===== src/rtl/cp_fifo_fetch.sv =====
// Command FIFO fetch engine: AXI4 read master that walks the CP ring buffer in
// 32-byte lines and hands the beats to the CP parser through a FWFT line buffer.
module cp_fifo_fetch #(
  parameter int BUF_DEPTH = 8,
  parameter int BURST_LEN = 2
) (
  input  logic         clk,
  input  logic         resetn,
  input  logic         enable,
  input  logic [31:0]  fifo_base,
  input  logic [31:0]  fifo_end,
  input  logic [31:0]  fifo_wrptr,
  input  logic         rdptr_load,
  input  logic [31:0]  rdptr_load_value,
  output logic [31:0]  fifo_rdptr,
  output logic         busy,
  output logic         error,
  input  logic         error_clear,
  output logic [31:0]  araddrm_a,
  output logic [1:0]   arburstm_a,
  output logic [3:0]   arlenm_a,
  output logic [2:0]   arsizem_a,
  output logic         arvalidm_a,
  input  logic         arreadym_a,
  input  logic [127:0] rdatam_a,
  input  logic [1:0]   rrespm_a,
  input  logic         rlastm_a,
  input  logic         rvalidm_a,
  output logic         rreadym_a,
  output logic [127:0] cmd_data,
  output logic         cmd_valid,
  input  logic         cmd_ready
);
  // state  | meaning
  // S_IDLE | no burst outstanding; accepts rdptr_load, decides next fetch
  // S_ADDR | arvalid held with a stable address until arready
  // S_DATA | rready held; beats pushed into the buffer until rlast

  localparam int AW = $clog2(BUF_DEPTH);
  localparam logic [AW:0] C_DEPTH = (AW+1)'(BUF_DEPTH);
  localparam logic [AW:0] C_BURST = (AW+1)'(BURST_LEN);

  typedef enum logic [1:0] {S_IDLE, S_ADDR, S_DATA} state_t;

  state_t        r_state, w_state_nxt;
  logic [31:0]   r_araddr, w_araddr_nxt;
  logic [31:0]   r_rdptr, w_rdptr_nxt;
  logic          r_arvalid, w_arvalid_nxt;
  logic          r_rready, w_rready_nxt;
  logic          r_error;
  logic          w_flush;

  logic [127:0]  r_mem [BUF_DEPTH];
  logic [AW-1:0] r_wr_idx, r_rd_idx;
  logic [AW:0]   r_count;
  logic [AW:0]   w_free;
  logic          w_pending, w_beat, w_push, w_pop, w_err_beat;
  logic          w_unused;

  assign w_unused   = ^{fifo_base[4:0], fifo_end[4:0], fifo_wrptr[4:0], rdptr_load_value[4:0]};

  assign w_pending  = (r_rdptr[31:5] != fifo_wrptr[31:5]);
  assign w_free     = C_DEPTH - r_count;
  assign w_beat     = (r_state == S_DATA) && rvalidm_a && r_rready;
  assign w_push     = w_beat && (rrespm_a == 2'b00);
  assign w_err_beat = w_beat && (rrespm_a != 2'b00);
  assign w_pop      = cmd_valid && cmd_ready;

  always_ff @(posedge clk or negedge resetn) begin
    if (!resetn) begin
      r_state   <= S_IDLE;
      r_araddr  <= '0;
      r_rdptr   <= '0;
      r_arvalid <= 1'b0;
      r_rready  <= 1'b0;
    end else begin
      r_state   <= w_state_nxt;
      r_araddr  <= w_araddr_nxt;
      r_rdptr   <= w_rdptr_nxt;
      r_arvalid <= w_arvalid_nxt;
      r_rready  <= w_rready_nxt;
    end
  end

  always_comb begin
    w_state_nxt   = r_state;
    w_araddr_nxt  = r_araddr;
    w_rdptr_nxt   = r_rdptr;
    w_arvalid_nxt = r_arvalid;
    w_rready_nxt  = r_rready;
    w_flush       = 1'b0;
    unique case (r_state)
      S_IDLE: begin
        if (rdptr_load) begin
          w_rdptr_nxt = {rdptr_load_value[31:5], 5'b0};
          w_flush     = 1'b1;
        end else if (enable && w_pending && (w_free >= C_BURST)) begin
          w_araddr_nxt  = r_rdptr;
          w_arvalid_nxt = 1'b1;
          w_state_nxt   = S_ADDR;
        end
      end
      S_ADDR: begin
        if (arreadym_a) begin
          w_arvalid_nxt = 1'b0;
          w_rready_nxt  = 1'b1;
          w_state_nxt   = S_DATA;
        end
      end
      S_DATA: begin
        if (rvalidm_a && rlastm_a) begin
          w_rready_nxt = 1'b0;
          // ring wraps only when the line just fetched was the last one
          if (r_rdptr[31:5] == fifo_end[31:5]) w_rdptr_nxt = {fifo_base[31:5], 5'b0};
          else                                 w_rdptr_nxt = r_rdptr + 32'd32;
          w_state_nxt = S_IDLE;
        end
      end
      default: w_state_nxt = S_IDLE;
    endcase
  end

  always_ff @(posedge clk or negedge resetn) begin
    if (!resetn) begin
      r_wr_idx <= '0;
      r_rd_idx <= '0;
      r_count  <= '0;
    end else if (w_flush) begin
      r_wr_idx <= '0;
      r_rd_idx <= '0;
      r_count  <= '0;
    end else begin
      if (w_push) r_wr_idx <= r_wr_idx + 1'b1;
      if (w_pop)  r_rd_idx <= r_rd_idx + 1'b1;
      case ({w_push, w_pop})
        2'b10:   r_count <= r_count + 1'b1;
        2'b01:   r_count <= r_count - 1'b1;
        default: r_count <= r_count;
      endcase
    end
  end

  always_ff @(posedge clk) begin
    if (w_push) r_mem[r_wr_idx] <= rdatam_a;
  end

  always_ff @(posedge clk or negedge resetn) begin
    if (!resetn)          r_error <= 1'b0;
    else if (w_err_beat)  r_error <= 1'b1;
    else if (error_clear) r_error <= 1'b0;
  end

  assign cmd_valid  = (r_count != '0);
  assign cmd_data   = cmd_valid ? r_mem[r_rd_idx] : '0;

  assign fifo_rdptr = r_rdptr;
  assign busy       = (r_state != S_IDLE);
  assign error      = r_error;
  assign araddrm_a  = r_araddr;
  assign arvalidm_a = r_arvalid;
  assign rreadym_a  = r_rready;
  assign arburstm_a = 2'b01;
  assign arlenm_a   = 4'(BURST_LEN - 1);
  assign arsizem_a  = 3'b100;
endmodule


===== config.mk =====
export PLATFORM = sky130hd
export DESIGN_NAME = cp_fifo_fetch
export DESIGN_NICKNAME = d
export VERILOG_FILES = /design/src/rtl/cp_fifo_fetch.sv
export SDC_FILE = /design/constraint.sdc
export NUM_CORES = 1
export LEC_CHECK = 0
export BUFFER_PORTS_ARGS = -buffer_cell sky130_fd_sc_hd__buf_4
export CORE_MARGIN = 1
export CORE_UTILIZATION = 50
export CTS_CLUSTER_SIZE = 12
export DETAILED_ROUTE_END_ITERATION = 8
export PLACE_DENSITY = 0.76
export SYNTH_ARGS = -nofsm -noshare
export SYNTH_HDL_FRONTEND = slang
export SYNTH_SLANG_ARGS = --single-unit

===== constraint.sdc =====
create_clock -name clk -period 12.7 [get_ports clk]
set_input_delay 1.905 -clock clk [delete_from_list [all_inputs] [get_ports clk]]
set_output_delay 1.905 -clock clk [all_outputs]
set_load 0.02 [all_outputs]

# Word-level counts from Yosys, hierarchy flattened
# Memories as Yosys holds them, arrays and structs flattened.
# Index checks and enable logic that the tools add are counted.
# word_totals
register_bits,79
ramBits,1024
output_inout_bits,206
wordCells,83
mem_count,1
# classes
n_addsub,6
n_lt_le_gt_ge,1
n_eq_ne,11
n_mux,29
bitwise,1
reduce_logical,25
# memory_table
memory,words,width,read_ports,rd_clocked_by_memory_dff,wr,line_no,text
r_mem,8,128,1,0,1,53,logic [127:0] r_mem [BUF_DEPTH];
# op_table
operator,n
128-bit two-way mux,1
32-bit two-way mux,3
32-bit case mux with 2 select lines,1
"32-bit by 6-bit adder with 32-bit output, second input constant",1
27-bit == test,1
27-bit inequality test,1
2-bit nonzero test,8
3-bit two-way mux,4
1-bit two-way mux,11
3-bit AND reduction,3
1-bit logical AND,8
2-bit two-way mux,4
"2-bit inequality test, second input constant",4
4-bit case mux with 2 select lines,1
4-bit AND reduction,2
"3-bit by 1-bit adder with 3-bit output, second input constant",2
2-bit case mux with 3 select lines,1
"4-bit by 1-bit adder with 4-bit output, second input constant",1
"2-bit by 1-bit == test with 1-bit output, second input constant",2
"2-bit == test, second input constant",2
"4-bit by 2-bit >= comparator with 1-bit output, second input constant",1
2-bit logical NOT,2
4-bit two-way mux,1
1-bit case mux with 2 select lines,2
6 further kinds,6

# Depth between registers and ports, before layout
# Gate-level depths: netlist of run 1.
# logic_depth
word_depth,7
ltp_mapped,12

# Least setup slack after synthesis of run 1
# No wires, ideal clock.
# synth_path
path_kind,input -> register
from,input port rvalidm_a
to,memory r_mem[0][0] (enable)
setup_time_ns,0.772
arrival_ns,11.325
t_required_ns,11.928
setup_slack_ns,0.603
stages,4
cell_sequence,nand4b_1 -> nor3_1 -> nand2b_1 -> nor3_1
# synth_via
elab_chain_len,5
# synth_rtl
item,line_no,text
from (decl),28,"input logic rvalidm_a,"
1-bit logical AND (2 in series),64,assign w_beat = (r_state == S_DATA) && rvalidm_a && r_rready;
1-bit logical AND,65,assign w_push = w_beat && (rrespm_a == 2'b00);
1-bit two-way mux,144,if (w_push) r_mem[r_wr_idx] <= rdatam_a;
1-bit two-way mux (implied by the code),144,
to (decl),53,
# Every way passes these cells.

# Worst setup path after layout of run 1
# layout_path
from,register r_rd_idx[0]
to,output port cmd_data[6]
# layout_via
elab_chain_len,2
# layout_rtl
item,line_no,text
from (decl),54,"logic [AW-1:0] r_wr_idx, r_rd_idx;"
from (signal assigned),134,if (w_pop) r_rd_idx <= r_rd_idx + 1'b1;
memory read 8 x 128 bit,n/a,
128-bit two-way mux,154,assign cmd_data = cmd_valid ? r_mem[r_rd_idx] : '0;
to (decl),30,"output logic [127:0] cmd_data,"
# Every way passes these cells.

==> results_dict.tcl, run 1 <==
set metrics [dict create \
    synth_top_family_by_area "multiplexers" \
    synth_edf_count 1024 \
    wl_per_cell_um 25.5 \
    combPwrFrac 0.304 \
    yosys.area_share.xor_xnor 0.0171 \
    hold_buffers 0 \
    grt_start_max_net_pins 142 \
    synth_compound_area_frac 0.0112 \
    initial_core_util 0.508 \
    die_y_um 297 \
    nFillCells 6064 \
    path_class "flip-flop to output pin" \
    insertion_delay_ns 0.68 \
    rsz0062_at_grt "false" \
    synth.area.mux_share 0.175 \
    yosysSeqAreaShare 0.748 \
    grt_pass1_vias 23100 \
    fin_setup_tns_ns 0 \
    clockPowerShare 0.279 \
    hold_path_class "flip-flop to flip-flop" \
    crit_path_max_fanout 38 \
    area_growth_pct 17.5 \
    r2r_cells 7 \
    synth_fa_ha_area_frac 0.00173 \
    r2r-end "r_mem[5][111]" \
    dieArea_sq_um 88000 \
    synth.avg_cell_area_sq_um 20.3 \
    firstDrtPassIters 5 \
    finalMaxSlewViolations 0 \
    p_leak_nw 17.1 \
    cp-end-kind "output pin" \
    period_minus_slack_ns 5.90 \
    cts_root_buffer "clkbuf_16" \
    clock.fmax_mhz 170 \
    synth_cells 2137 \
    routed-via-count 21900 \
    hold_ws_ns 0.496 \
    hold_viol_final 0 \
    critPathLaunch "r_rd_idx[0]" \
    synthDominantCellAreaShare 0.708 \
    min_period_over_period 0.464 \
    antenna_found_initial 9 \
    ant_nets 0 \
    synth_area_leaders "edfxtp_1, mux4_2, dfrtp_1" \
    syn_area_sq_um 43400 \
    seqPwrFrac 0.416 \
    grt_usage 0.218 \
    yosys.cell_count.top_type "edfxtp_1" \
    drt_iter0_markers 1534 \
    h-tree-depth 3 \
    setup_viol 0 \
    worst_hold_path.num_cells 1 \
    multi_input_area_sq_um 10300 \
    start_kind "flip-flop" \
    gp_congestion 0.835 \
    ioPinCount 473 \
    maxCapViolCount 0 \
    async_flop_share 0.0631 \
    ys_ff_latch 1093 \
    drt_wl_total_mm 96.6 \
    overflow 0 \
    min_from "araddrm_a[28]" \
    synth_largest_area_cell "edfxtp_1" \
    cts_max_path_buffers 3 \
    grt_pass1_wl_mm 141 \
    netSwitchingFraction 0.312 \
    synth-main-ff-cell "edfxtp_1" \
    post_cts_resized 0 \
    outcome "completed" \
    vdd_drop_max_v 0.000178 \
    dp_hpwl_mm 54.1 \
    final_nets 2859 \
    drc 0 \
    cts_setup_buffers 0 \
    cts.sinks 1093 \
    worstPathArrival_ns 3.99 \
    synthDistinctLibCells 56 \
    cts-buffers-inserted 109 \
    vias_per_cell 5.77 \
    r2r_start "r_state[0]" \
    cts_tree "yes" \
    clock-skew-final_ns 0.0378 \
    r2r_slack_ns 8.54 \
    cp.required_ns 10.80 \
    intPower_mw 7.10 \
    tightest_slew_ns 1.10 \
    die_w_um 297 \
    drive_above_1_share 0.337 \
    synth_commonest_cells "edfxtp_1, mux4_2, nor2_1" \
    yosys.area_share.simple 0.0290 \
    core-area_sq_um 85500 \
    min_to "araddrm_a[28]" \
    clkSlewWorstSetupHoldPaths_ns 0.06 \
    slew_headroom 0.265 \
    register_area_sq_um 32500 \
    port_buffers 433 \
    yosysWarnings 0 \
    placementRows 107 \
    power.switching_mw 3.22 \
    power.density_nw_per_um2 202 \
]
## layout by cell type, fill, tap and decap left out, types with 15 or more instances in the layout
cell / n
edfxtp_1: 1024
conb_1: 19
xor2_1: 50
a21oi_1: 31
buf_4: 464
mux4_2: 256
clkinv_1: 17
dfrtp_1: 66
nand4_1: 15
nand2_1: 23
mux2i_1: 153
clkbuf_1: 23
nor2_1: 161
clkbuf_16: 110
o21ai_0: 17
nand3_1: 16
xnor2_1: 35
## how the worst max path moves through the flow
stage	end	slack (ns)	cells after the start
2_1_floorplan	r_mem[0][0]	0.60	4
3_3_place_gp	r_mem[3][90]	7.13	8
3_5_place_dp	r_mem[3][95]	7.14	8
4_1_cts	cmd_data[117]	6.58	6
5_1_grt	cmd_data[6]	6.41	6
6_report	cmd_data[6]	6.80	6
## registers in the layout (all words and copies together) (netlist names)
| register | count |
|---|---|
| r_state | 2 |
| araddrm_a | 27 |
| r_rd_idx | 3 |
| arvalidm_a | 1 |
| r_wr_idx | 3 |
| error | 1 |
| r_mem | 1024 |
| rreadym_a | 1 |
| fifo_rdptr | 27 |
| r_count | 4 |
## worst max-delay path, stage by stage, from the launching register on
cell	delay, ns
dfrtp_4	0.81
buf_4	0.68
buf_4	0.73
mux4_2	0.60
mux2i_1	0.17
nor2_1	0.10
buf_4	0.22
## power by group through the flow
stage                     clock [mW]  sequential (mW)  combinational, mW
after detailed placement           0             4.37               3.17
final                           2.88             4.30               3.14
after global placement             0             4.36               3.13
after global routing            3.08             4.31               3.36
after floorplan                    0             4.28               2.10
after CTS                       2.94             4.30               3.19
## cell families after synthesis
group / count (synthesis)
flops: 1093
mux: 434
simple gates: 281
buf+inv: 156
xor+xnor: 85
compound gates: 80
fa+ha+maj: 6
other cells: 2
## layer usage
layer  vias to the layer above  wire [um]  global-route usage
met5                         -         67                   0
met4                        10       2570              0.0715
met3                       143       6840              0.0527
met2                       752      50500               0.377
met1                     11500      36700               0.271
li1                       9465          -                   -
## final cells by class
cell class	count	share of cell area
diodes	5	0.000245
clock buffers	133	0.0556
clock inverters	36	0.00616
inverters	8	0.000589
multi-input cells	905	0.202
flip-flops and latches	1093	0.637
well taps	1144	0.0281
repair buffers	469	0.0702
## stage by stage
stage	cells	setup WS, ns	utilization	power, mW	area [sq um]
detailed placement	3619	7.14	0.559	7.55	47800
global route	3791	6.41	0.596	10.8	51000
floorplan	2154	0.603	-	6.38	43500
global placement	3619	7.13	0.559	7.50	47800
CTS	3788	6.58	0.596	10.4	51000
finish	3793	6.80	0.596	10.3	51000
(Power assumes the default switching activity.)
==> run 2, diff against run 1 <==
--- a/config.mk
+++ b/config.mk
@@ -5,12 +5,13 @@
 export SDC_FILE = /design/constraint.sdc
 export NUM_CORES = 1
 export LEC_CHECK = 0
+export ABC_AREA = 1
 export BUFFER_PORTS_ARGS = -buffer_cell sky130_fd_sc_hd__buf_4
 export CORE_MARGIN = 1
 export CORE_UTILIZATION = 50
 export CTS_CLUSTER_SIZE = 12
 export DETAILED_ROUTE_END_ITERATION = 8
-export PLACE_DENSITY = 0.76
+export PLACE_DENSITY = 0.75
 export SYNTH_ARGS = -nofsm -noshare
 export SYNTH_HDL_FRONTEND = slang
 export SYNTH_SLANG_ARGS = --single-unit
==> constraint.sdc (replaced) <==
create_clock -name clk -period 5.85 [get_ports clk]
set_input_delay 0.8775 -clock clk [delete_from_list [all_inputs] [get_ports clk]]
set_output_delay 0.8775 -clock clk [all_outputs]
set_load 0.02 [all_outputs]
==> run 2 against run 1 <==
Net effect: die area is 3.8% higher; sequential share of layout area is 1.9 points lower; synthesized cell count is 74% higher; largest cell class unchanged.
==> results_dict.tcl, run 2 <==
set metrics [dict create \
    crit_path_max_fanout 119 \
    vdd_drop_max_v 0.000334 \
    rsz0062_at_grt "false" \
    grt_usage 0.239 \
    ioPinCount 473 \
    cts_setup_buffers 0 \
    die_w_um 302 \
    critPathLaunch "r_rd_idx[1]" \
    async_flop_share 0.0631 \
    placementRows 109 \
    endpoint "cmd_data[106]" \
    cts_root_buffer "clkbuf_16" \
    vias_per_cell 5.68 \
    power.density_nw_per_um2 491 \
    dieArea_sq_um 91400 \
    r2r_cells 8 \
    final_area_sq_um 52600 \
    clock-skew-final_ns 0.0520 \
    crit_path_top_delay_cell "dfrtp_4" \
    yosys.area_share.xor_xnor 0.0111 \
    yosysWarnings 0 \
    period_minus_slack_ns 4.58 \
    initial_core_util 0.507 \
    start_kind "flip-flop" \
    postPlaceCellArea_sq_um 49100 \
    grt_pass1_wl_mm 166 \
    p_total_mw 25.8 \
    cts_tree "yes" \
    max_stage_delay_ns 0.74 \
    cts-buffers-inserted 111 \
    drive_above_1_share 0.174 \
    drt_wl_total_mm 112 \
    setup_viol 0 \
    grt_use_met3 0.0575 \
    port_buffers 433 \
    antenna_found_initial 15 \
    stdcell_count 5298 \
    hold_buffers 0 \
    largest_reg_flops 1024 \
    core-area_sq_um 88900 \
    yosysSeqAreaShare 0.720 \
    cts_max_path_buffers 3 \
    synth_commonest_cells "edfxtp_1, nor2_1, o21ai_0" \
    ys_ff_latch 1093 \
    cp-end-kind "output pin" \
    r2r-end "r_mem[2][92]" \
    top_register "r_mem" \
    gr-usage-met2 0.403 \
    grt.busiest_layer "met2" \
    cp.required_ns 4.97 \
    synthDistinctLibCells 36 \
    die_y_um 302 \
    grt_pass1_vias 29000 \
    synth_top_family_by_area "compound AO/OA/AOI/OAI gates" \
    finalMaxSlewViolations 0 \
    grt_start_max_net_pins 185 \
    ant_nets 0 \
    nFillCells 6823 \
    synth_compound_area_frac 0.117 \
    synth_fa_ha_area_frac 0.00166 \
    hold_path_class "primary input to asynchronous set/reset pin" \
    insertion_delay_ns 0.71 \
    synth_largest_area_cell "edfxtp_1" \
    firstDrtPassIters 7 \
    final.setup.worst_slack_ns 1.27 \
    r2r_start "r_state[0]" \
    worstPathArrival_ns 3.70 \
    layout_common_cells "edfxtp_1, nor2_1, o21ai_0" \
    routed-via-count 30100 \
    drt_iter0_markers 3021 \
    maxCapViolCount 0 \
    yosys.cell_count.top_type "edfxtp_1" \
    path_class "flip-flop to output pin" \
    gp_congestion 0.948 \
    synth.avg_cell_area_sq_um 12.1 \
    drc 0 \
    r2r_slack_ns 2.81 \
    dp.cells 5108 \
    outcome "completed" \
    tightest_slew_ns 1.06 \
    synth_edf_count 1024 \
    synth.area.mux_share 0 \
    synthDominantCellAreaShare 0.682 \
    overflow 0 \
    h-tree-depth 3 \
    min_period_over_period 0.782 \
    p_leak_nw 18.6 \
    dp_hpwl_mm 59.7 \
    synth_area_leaders "edfxtp_1, nor2_1, o21ai_0" \
    wl_per_cell_um 21.1 \
    post_cts_resized 0 \
    clkSlewWorstSetupHoldPaths_ns 0.06 \
    hold_viol_final 0 \
    syn_area_sq_um 45100 \
    cts.sinks 1093 \
    synth-main-ff-cell "edfxtp_1" \
    clock.fmax_mhz 219 \
    area_growth_pct 16.6 \
    grt_util_met1 0.292 \
    path_cells "inv_8 -> buf_4 -> o21ai_0 -> o22ai_1 -> o21ai_0 -> a31oi_1 -> buf_4" \
    synth_cells 3729 \
    final_nets 4329 \
    preCtsSetupSlack_ns 1.99 \
    slew_headroom 0.289 \
    layout_commonest_cell "edfxtp_1" \
    yosys.area_share.simple 0.111 \
]
-- run 2: cell types whose count changed after synthesis, moves of 118 or more --
cell,before,now
a31oi_1,2,128
mux2i_1,153,0
mux4_2,256,0
nand2_1,23,232
nor2_1,167,850
o21ai_0,17,608
o22ai_1,12,130
-- run 2: area by class of cell --
| type | count | area [sq um] | area share |
|---|---|---|---|
| antenna | 9 | 22.5 | 0.000428 |
| clock buffer | 144 | 2960 | 0.0564 |
| clock inverter | 37 | 445 | 0.00847 |
| inverter | 98 | 390 | 0.00743 |
| multi-input combinational | 2278 | 11000 | 0.209 |
| sequential | 1093 | 32500 | 0.618 |
| tap | 1165 | 1460 | 0.0277 |
| timing repair buffer | 474 | 3820 | 0.0727 |
-- run 2: logic make-up after synthesis --
kind of cell / count (synthesis)
simple gates: 1229
fa+ha+maj: 6
other cells: 2
buf+inv: 375
compound gates: 967
xor+xnor: 57
flops: 1093
-- run 2: critical path: cells and delay by family (launching register included) --
| kind | cells | cell delay (ns) |
|---|---|---|
| buffers and inverters | 3 | 1.29 |
| AOI/OAI and AO/OA | 4 | 0.63 |
| DFF | 1 | 0.74 |
-- run 2: through the flow --
step           hold WS (ns)  utilization  TNS [ns]
2_1_floorplan         0.550            -   -582.31
3_3_place_gp          0.455        0.553         0
3_5_place_dp          0.460        0.553         0
4_1_cts               0.325        0.591         0
5_1_grt               0.360        0.591         0
6_report              0.339        0.591         0
-- run 2: power by group --
group / switching [mW] / internal, mW / total (mW)
logic: 6.40 / 3.35 / 9.75
clock network: 2.89 / 3.77 / 6.66
registers: 0.589 / 8.80 / 9.39
-- run 2: worst min path at each step --
stage / start / endpoint / slack (ns) / cells past startpoint
4_1_cts: resetn / fifo_rdptr[10] / 0.33 / 1
5_1_grt: error_clear / error / 0.36 / 2
3_5_place_dp: araddrm_a[15] / araddrm_a[15] / 0.46 / 2
6_report: resetn / araddrm_a[20] / 0.34 / 1
3_3_place_gp: araddrm_a[15] / araddrm_a[15] / 0.46 / 2
2_1_floorplan: r_wr_idx[0] / r_wr_idx[0] / 0.55 / 2
-- run 2: metal layers --
| metal | share of wire | wire (um) |
|---|---|---|
| met1 | 0.39 | 43100 |
| met2 | 0.50 | 55500 |
| met3 | 0.082 | 9190 |
| met4 | 0.036 | 4080 |
| met5 | 0.00081 | 91 |
